<file path="src/rtl/mem_word_sequencer.sv">
// Word-to-byte access sequencer: turns each 32-bit load/store into four
// single-byte memory cycles on a byte-wide data memory.
module mem_word_sequencer #(
  parameter bit BIG_ENDIAN = 1'b1
) (
  input  logic        clk,
  input  logic        rst,
  input  logic        req,
  input  logic        we,
  input  logic [31:0] addr,
  input  logic [31:0] wdata,
  output logic [31:0] rdata,
  output logic        busy,
  output logic        done,
  output logic [31:0] mem_address,
  output logic [7:0]  mem_write_data,
  input  logic [7:0]  mem_read_data,
  output logic        mem_read,
  output logic        mem_write
);

  typedef enum logic [1:0] {
    S_IDLE  = 2'd0,
    S_READ  = 2'd1,
    S_WRITE = 2'd2,
    S_DONE  = 2'd3
  } state_t;

  state_t      r_state;
  state_t      w_state_next;
  logic [1:0]  r_beat;
  logic [1:0]  w_beat_next;
  logic [31:0] r_wdata;
  logic [31:0] w_wdata_next;
  logic [31:0] r_asm;
  logic [31:0] w_asm_next;
  logic [31:0] w_asm_merge;
  logic [31:0] r_rdata;
  logic [31:0] w_rdata_next;
  logic [31:0] r_mem_address;
  logic [31:0] w_addr_next;
  logic [7:0]  w_wlane [4];
  logic        w_last_beat;

  assign w_last_beat = (r_beat == 2'd3);

  // Byte lane gi of the word is transferred on beat LANE_BEAT.
  generate
    for (genvar gi = 0; gi < 4; gi++) begin : g_lane
      localparam logic [1:0] LANE_BEAT = BIG_ENDIAN ? 2'(3 - gi) : 2'(gi);

      assign w_wlane[gi] = BIG_ENDIAN ? r_wdata[31-8*gi -: 8] : r_wdata[8*gi +: 8];
      assign w_asm_merge[8*gi +: 8] = (r_beat == LANE_BEAT) ? mem_read_data
                                                            : r_asm[8*gi +: 8];
    end
  endgenerate

  always_comb begin
    w_state_next = r_state;
    w_beat_next  = r_beat;
    w_wdata_next = r_wdata;
    w_asm_next   = r_asm;
    w_rdata_next = r_rdata;
    w_addr_next  = r_mem_address;
    case (r_state)
      S_IDLE: begin
        if (req) begin
          w_state_next = we ? S_WRITE : S_READ;
          w_beat_next  = 2'd0;
          w_wdata_next = wdata;
          w_addr_next  = addr;
        end
      end
      S_READ: begin
        w_asm_next  = w_asm_merge;
        w_beat_next = r_beat + 2'd1;
        if (w_last_beat) begin
          w_state_next = S_DONE;
          w_rdata_next = w_asm_merge;
        end else begin
          w_addr_next = r_mem_address + 32'd1;
        end
      end
      S_WRITE: begin
        w_beat_next = r_beat + 2'd1;
        if (w_last_beat) begin
          w_state_next = S_DONE;
        end else begin
          w_addr_next = r_mem_address + 32'd1;
        end
      end
      S_DONE: begin
        w_state_next = S_IDLE;
      end
      default: begin
        w_state_next = S_IDLE;
      end
    endcase
  end

  // mem_address is kept in a register so it holds its last beat address in IDLE.
  always_ff @(posedge clk or negedge rst) begin
    if (!rst) begin
      r_state       <= S_IDLE;
      r_beat        <= 2'd0;
      r_wdata       <= 32'd0;
      r_asm         <= 32'd0;
      r_rdata       <= 32'd0;
      r_mem_address <= 32'd0;
    end else begin
      r_state       <= w_state_next;
      r_beat        <= w_beat_next;
      r_wdata       <= w_wdata_next;
      r_asm         <= w_asm_next;
      r_rdata       <= w_rdata_next;
      r_mem_address <= w_addr_next;
    end
  end

  assign rdata          = r_rdata;
  assign busy           = (r_state == S_READ) || (r_state == S_WRITE);
  assign done           = (r_state == S_DONE);
  assign mem_read       = (r_state == S_READ);
  assign mem_write      = (r_state == S_WRITE);
  assign mem_address    = r_mem_address;
  assign mem_write_data = (r_state == S_WRITE) ? w_wlane[r_beat] : 8'h00;

endmodule

</file>
<file path="config.mk">
export PLATFORM = sky130hd
export DESIGN_NAME = mem_word_sequencer
export DESIGN_NICKNAME = d
export VERILOG_FILES = /design/src/rtl/mem_word_sequencer.sv
export SDC_FILE = /design/constraint.sdc
export NUM_CORES = 1
export LEC_CHECK = 0
export CAP_MARGIN = 20
export CORE_MARGIN = 2
export CORE_UTILIZATION = 47
export CTS_BUF_LIST = sky130_fd_sc_hd__clkbuf_2
export DETAILED_ROUTE_END_ITERATION = 10
export HOLD_SLACK_MARGIN = 0.15
export PLACE_DENSITY = 0.77
export SLEW_MARGIN = 40
export SYNTH_ARGS = -nofsm -noshare
export SYNTH_HDL_FRONTEND = slang
export SYNTH_SLANG_ARGS = --single-unit
</file>
<file path="constraint.sdc">
create_clock -name clk -period 3 [get_ports clk]
set_input_delay 0.6 -clock clk [delete_from_list [all_inputs] [get_ports clk]]
set_output_delay 0.6 -clock clk [all_outputs]
set_load 0.02 [all_outputs]
</file>
-- Word-level counts from Yosys, hierarchy flattened
Cells that the tools add are included.
- $add $sub $neg: 2
- div/mod/pow operators: 0
- reductions and logical operators: 10
- multiply operators: 0
- shift operators: 0
- bitwise operators: 1
- magnitude comparators: 1
- eq/ne operators: 9
- mux-type cells: 17
- operators with widths (kind ; count):
    two-way mux 32 bit ; 2
    one-hot mux 32 bit (2 select lines) ; 1
    two-way mux 8 bit ; 7
    adder 32 x 1 -> 32 bit (second input constant) ; 1
    binary-select mux 8 bit (select 2 bit) ; 1
    == test 2 bit (second input constant) ; 4
    two-way mux 2 bit ; 4
    AND reduction 2 bit ; 4
    one-hot mux 2 bit (3 select lines) ; 1
    == test 2 x 1 -> 1 bit (second input constant) ; 2
    zero test 2 bit ; 2
    inequality test 2 bit (second input constant) ; 2
    one-hot mux 2 bit (2 select lines) ; 1
    greater-or-equal comparator 3 bit (second input constant) ; 1
    NOT 2 -> 3 bit ; 1
    AND reduction 3 bit ; 1
    adder 2 x 1 -> 2 bit (second input constant) ; 1
    inequality test 2 x 1 -> 1 bit (second input constant) ; 1
    nonzero test 2 bit ; 1
    OR reduction 2 bit ; 1
    logical OR 1 bit ; 1
- input port bits: 76
- bits in writable memories: 0
- memories: 0
- bits in latches: 0
- word-level logic and storage cells: 46
- ROM bits: 0
- bits in registers: 132

-- Logic depth before layout (Yosys ltp)
Gate-level depths: netlist of the first run.
- word-level depth: 5
- depth in mapped cells: 8

-- Worst setup path after synthesis of the first run
OpenSTA, ideal clock, no wires.
- path type: reg-to-output
- start: reg r_beat[0]
- end: out mem_write_data[0]
- path slack: 778 ps
- required time: 2400 ps
- cell stages (with the launch flop): 4
- arrival: 1622 ps
- buffers on the path: 1
- path through: dfrtp_1 buf_1 mux4_2 and2_1
- word-level cells in the longest chain between the ends: 5
- RTL lines (element ; line ; source):
    start: declaration ; 31 ; logic [1:0] r_beat;
    start signal: assignment ; 112 ; r_beat <= w_beat_next;
    NOT 2 -> 3 bit (implied by the code) ; 126 ; assign mem_write_data = (r_state == S_WRITE) ? w_wlane[r_beat] : 8'h00;
    binary-select mux 8 bit (select 2 bit) ; 126 ;
    two-way mux 8 bit (implied by the code) (2 in series) ; 126 ;
    two-way mux 8 bit ; 126 ;
    end: declaration ; 16 ; output logic [7:0] mem_write_data,
Every way passes these cells. The select of a mux whose other input is x is not followed.

-- Worst setup path after layout of the first run
- start: reg r_beat[0]
- end: out mem_write_data[6]
The elaborated chain is that of the path after synthesis.

==> impl_metrics.py, run 1 <==
metrics = {
    "global_routing": {
        "busiest_layer": "met2",
        "grt_pass1_wl_mm": 26.0,
        "grt_max_degree": 57,
        "grt_pass1_vias": 5136,
        "grt.met2_usage": 0.394,
        "grtUsageMet3": 0.0547,
        "antenna_found_initial": 0,
        "overflow": 0,
        "grtUsageMet1": 0.301,
        "gr-usage-all-layers": 0.234,
    },
    "routing": {
        "drt_iter0_drc": 356,
        "drc": 0,
        "firstDrtPassIters": 5,
        "vias_per_cell": 5.66,
        "vias": 5072,
        "wire_per_inst_um": 17.4,
        "finalWirelength_mm": 15.6,
        "drtAntennaViolNets": 0,
    },
    "worst_setup_path": {
        "crit_path_start_kind": "flip-flop",
        "cp_max_fo": 5,
        "critPathKind": "reg2out",
        "cp.arrival_ns": 2.24,
        "r2r_start": "mem_address[0]",
        "end_kind": "output pin",
        "required_ns": 2.40,
        "critPathLaunch": "r_beat[0]",
    },
    "hold_path": {
        "hold_path_class": "in2async",
    },
    "clock_tree": {
        "tritoncts": "yes",
        "clock_sinks": 124,
        "clock_tree.buffer_depth": 2,
        "clock_latency_ns": 0.66,
        "cts_root_buffer": "clkbuf_2",
        "clk_pin_slew_ns": 0.21,
        "cts-htree-levels": 4,
        "cts_buffers": 17,
    },
    "synthesis": {
        "synth.area.top_cells": "dfrtp_1 (51%), mux2_2 (10%), mux2i_1 (5.0%)",
        "yosys-mux-area-fraction": 0.184,
        "synth_fa_ha_area_frac": 0.0207,
        "syn_avg_cell_area_um2": 10.9,
        "yosysUniqueCellTypes": 48,
        "synth_edf_count": 0,
        "synth_simple_gate_area_frac": 0.139,
        "yosys_warnings": 0,
        "ys_top_cells_by_count": "dfrtp_1 (124), nand2_1 (69), mux2_2 (56), o21ai_0 (43), mux2i_1 (30)",
        "synth_top_area_share": 0.513,
        "synth-compound-area-share": 0.116,
        "synth-async-reset-ratio": 1.00,
        "synth_xor_area_frac": 0,
        "synth.net_count": 640,
        "synth-seq-cells": 124,
        "synthesis.instances": 554,
        "yosysSeqAreaShare": 0.513,
        "synth_top_area_cell": "dfrtp_1",
        "synthFlopType": "dfrtp_1",
        "syn_area_um2": 6050,
        "synth_top_family_by_area": "multiplexers",
        "post-synth-top-count-cell": "dfrtp_1",
    },
    "power": {
        "power_mw": 9.82,
        "p_leak_nw": 3.43,
        "p_per_area_nw_per_um2": 1220,
        "ir_worst_vdd_mv": 0.730,
    },
    "status": {
        "status": "completed",
    },
    "final_layout": {
        "drive_above_1_share": 0.169,
        "nets": 797,
        "n_antenna_cell": 0,
        "n_fill_cell": 1023,
        "final_util": 0.639,
        "syn2layout_area_growth_pct": 33.1,
    },
    "sta": {
        "rsz0062_at_grt": "no",
        "slew_headroom": 0.550,
        "hold_ws_ns": 0.443,
        "maxSlewViolCount": 0,
        "hold_violations": 0,
        "finalSetupTns_ns": 0,
        "fmaxAchievable_mhz": 353,
        "period_share": 0.946,
        "max_slew.worst_pin.slew_ns": 0.673,
        "setup_viol": 0,
        "clock_skew_ns": 0.0324,
        "period_minus_slack_ns": 2.84,
    },
    "die": {
        "die_w_um": 118,
        "die_area_um2": 13800,
        "rows": 41,
        "core_area_um2": 12600,
        "pin_count": 152,
        "start_util": 0.480,
        "die_height_um": 118,
    },
    "placement": {
        "dp_hpwl_mm": 11.1,
        "numPortBuffers": 151,
        "gp_congestion": 0.879,
    },
    "flow_run": {
        "drv_cap": 0,
    },
}
## metrics by stage
stage	instance area, um^2	worst slack, ns	std cells
detailed placement	7760	0.307	859
finish	8060	0.163	896
global route	8060	0.00182	896
CTS	8050	0.0646	896
global placement	7760	0.359	859
floorplan	6050	0.778	554
## where the power goes
part           switching, mW  internal, mW  leakage (nW)
logic                   2.83          2.57          1.82
clock network          0.653         0.463         0.142
registers              0.748          2.56          1.46
total                   4.23          5.59          3.43
## registers in the layout (all words and copies together) (netlist names)
name / flops
r_state: 2
r_wdata: 32
r_beat: 2
mem_address: 32
rdata: 32
r_asm: 24
## cell usage in the layout (no fill, tap or decap), drive strengths merged, types with 15 or more instances in the layout
cell type      count
a21oi             25
buf               17
clkbuf            18
clkdlybuf4s50    141
dfrtp            124
mux2              56
mux2i             30
nand2             69
nand3             21
nor2              16
nor3              15
o21ai             43
o22ai             18
## final timing paths
check | slack [ns] | end | cells after the start
setup reg to reg | 0.61 | mem_address[30] | 6
max in group asynchronous | 1.78 | rdata[30] | 3
setup / recovery | 0.16 | mem_write_data[6] | 4
hold reg to reg | 0.50 | rdata[1] | 2
hold / removal | 0.44 | mem_address[2] | 2
min in group clk | 0.49 | mem_address[5] | 3
## worst max-delay path, stage by stage, from the launching register on
cell and delay [ns]:
dfrtp_4 0.45, clkbuf_4 0.19, mux4_2 0.49, and2_1 0.16
dlygate4sd2_1 0.31
## cell type report
cell class | count | area, um^2 | share of cell area
multi-input cells | 388 | 2790 | 0.346
clock buffers | 17 | 85.1 | 0.0106
repair buffers | 169 | 1650 | 0.205
flip-flops and latches | 124 | 3110 | 0.386
well taps | 172 | 215 | 0.0267
inverters | 11 | 41.3 | 0.00512
clock inverters | 15 | 171 | 0.0213
## kinds of logic (layout without fill, tap and decap cells)
family	count (synthesis)	in the layout
multiplexers	94	94
adder cells (fa/ha/maj)	10	10
AO/OA/AOI/OAI	117	117
flip-flops	124	124
AND/OR/NAND/NOR	167	167
buffers and inverters	42	212
## per-layer routing
| metal | part of all wire | wire length [um] | up-vias |
|---|---|---|---|
| met5 | 0 | 0 | - |
| met2 | 0.50 | 7790 | 215 |
| met3 | 0.062 | 974 | 23 |
| met1 | 0.42 | 6610 | 2475 |
| met4 | 0.015 | 227 | 0 |
| li1 | - | - | 2359 |
## timing repair
item / CTS / global route
buffers inserted: 4 / 0
gates resized for setup: 13 / 2
endpoints found under the setup margin: 9 / 3
endpoints found under the hold margin: 39 / 0
hold buffers: 1 / 0
Power figures use the tool's default switching activity.
==> run 2, diff against run 1 <==
TNS_END_PERCENT = 10   (was default)
==> results of run 2 <==
Same layout as run 1: the final DEF is identical, and so are final timing and power.
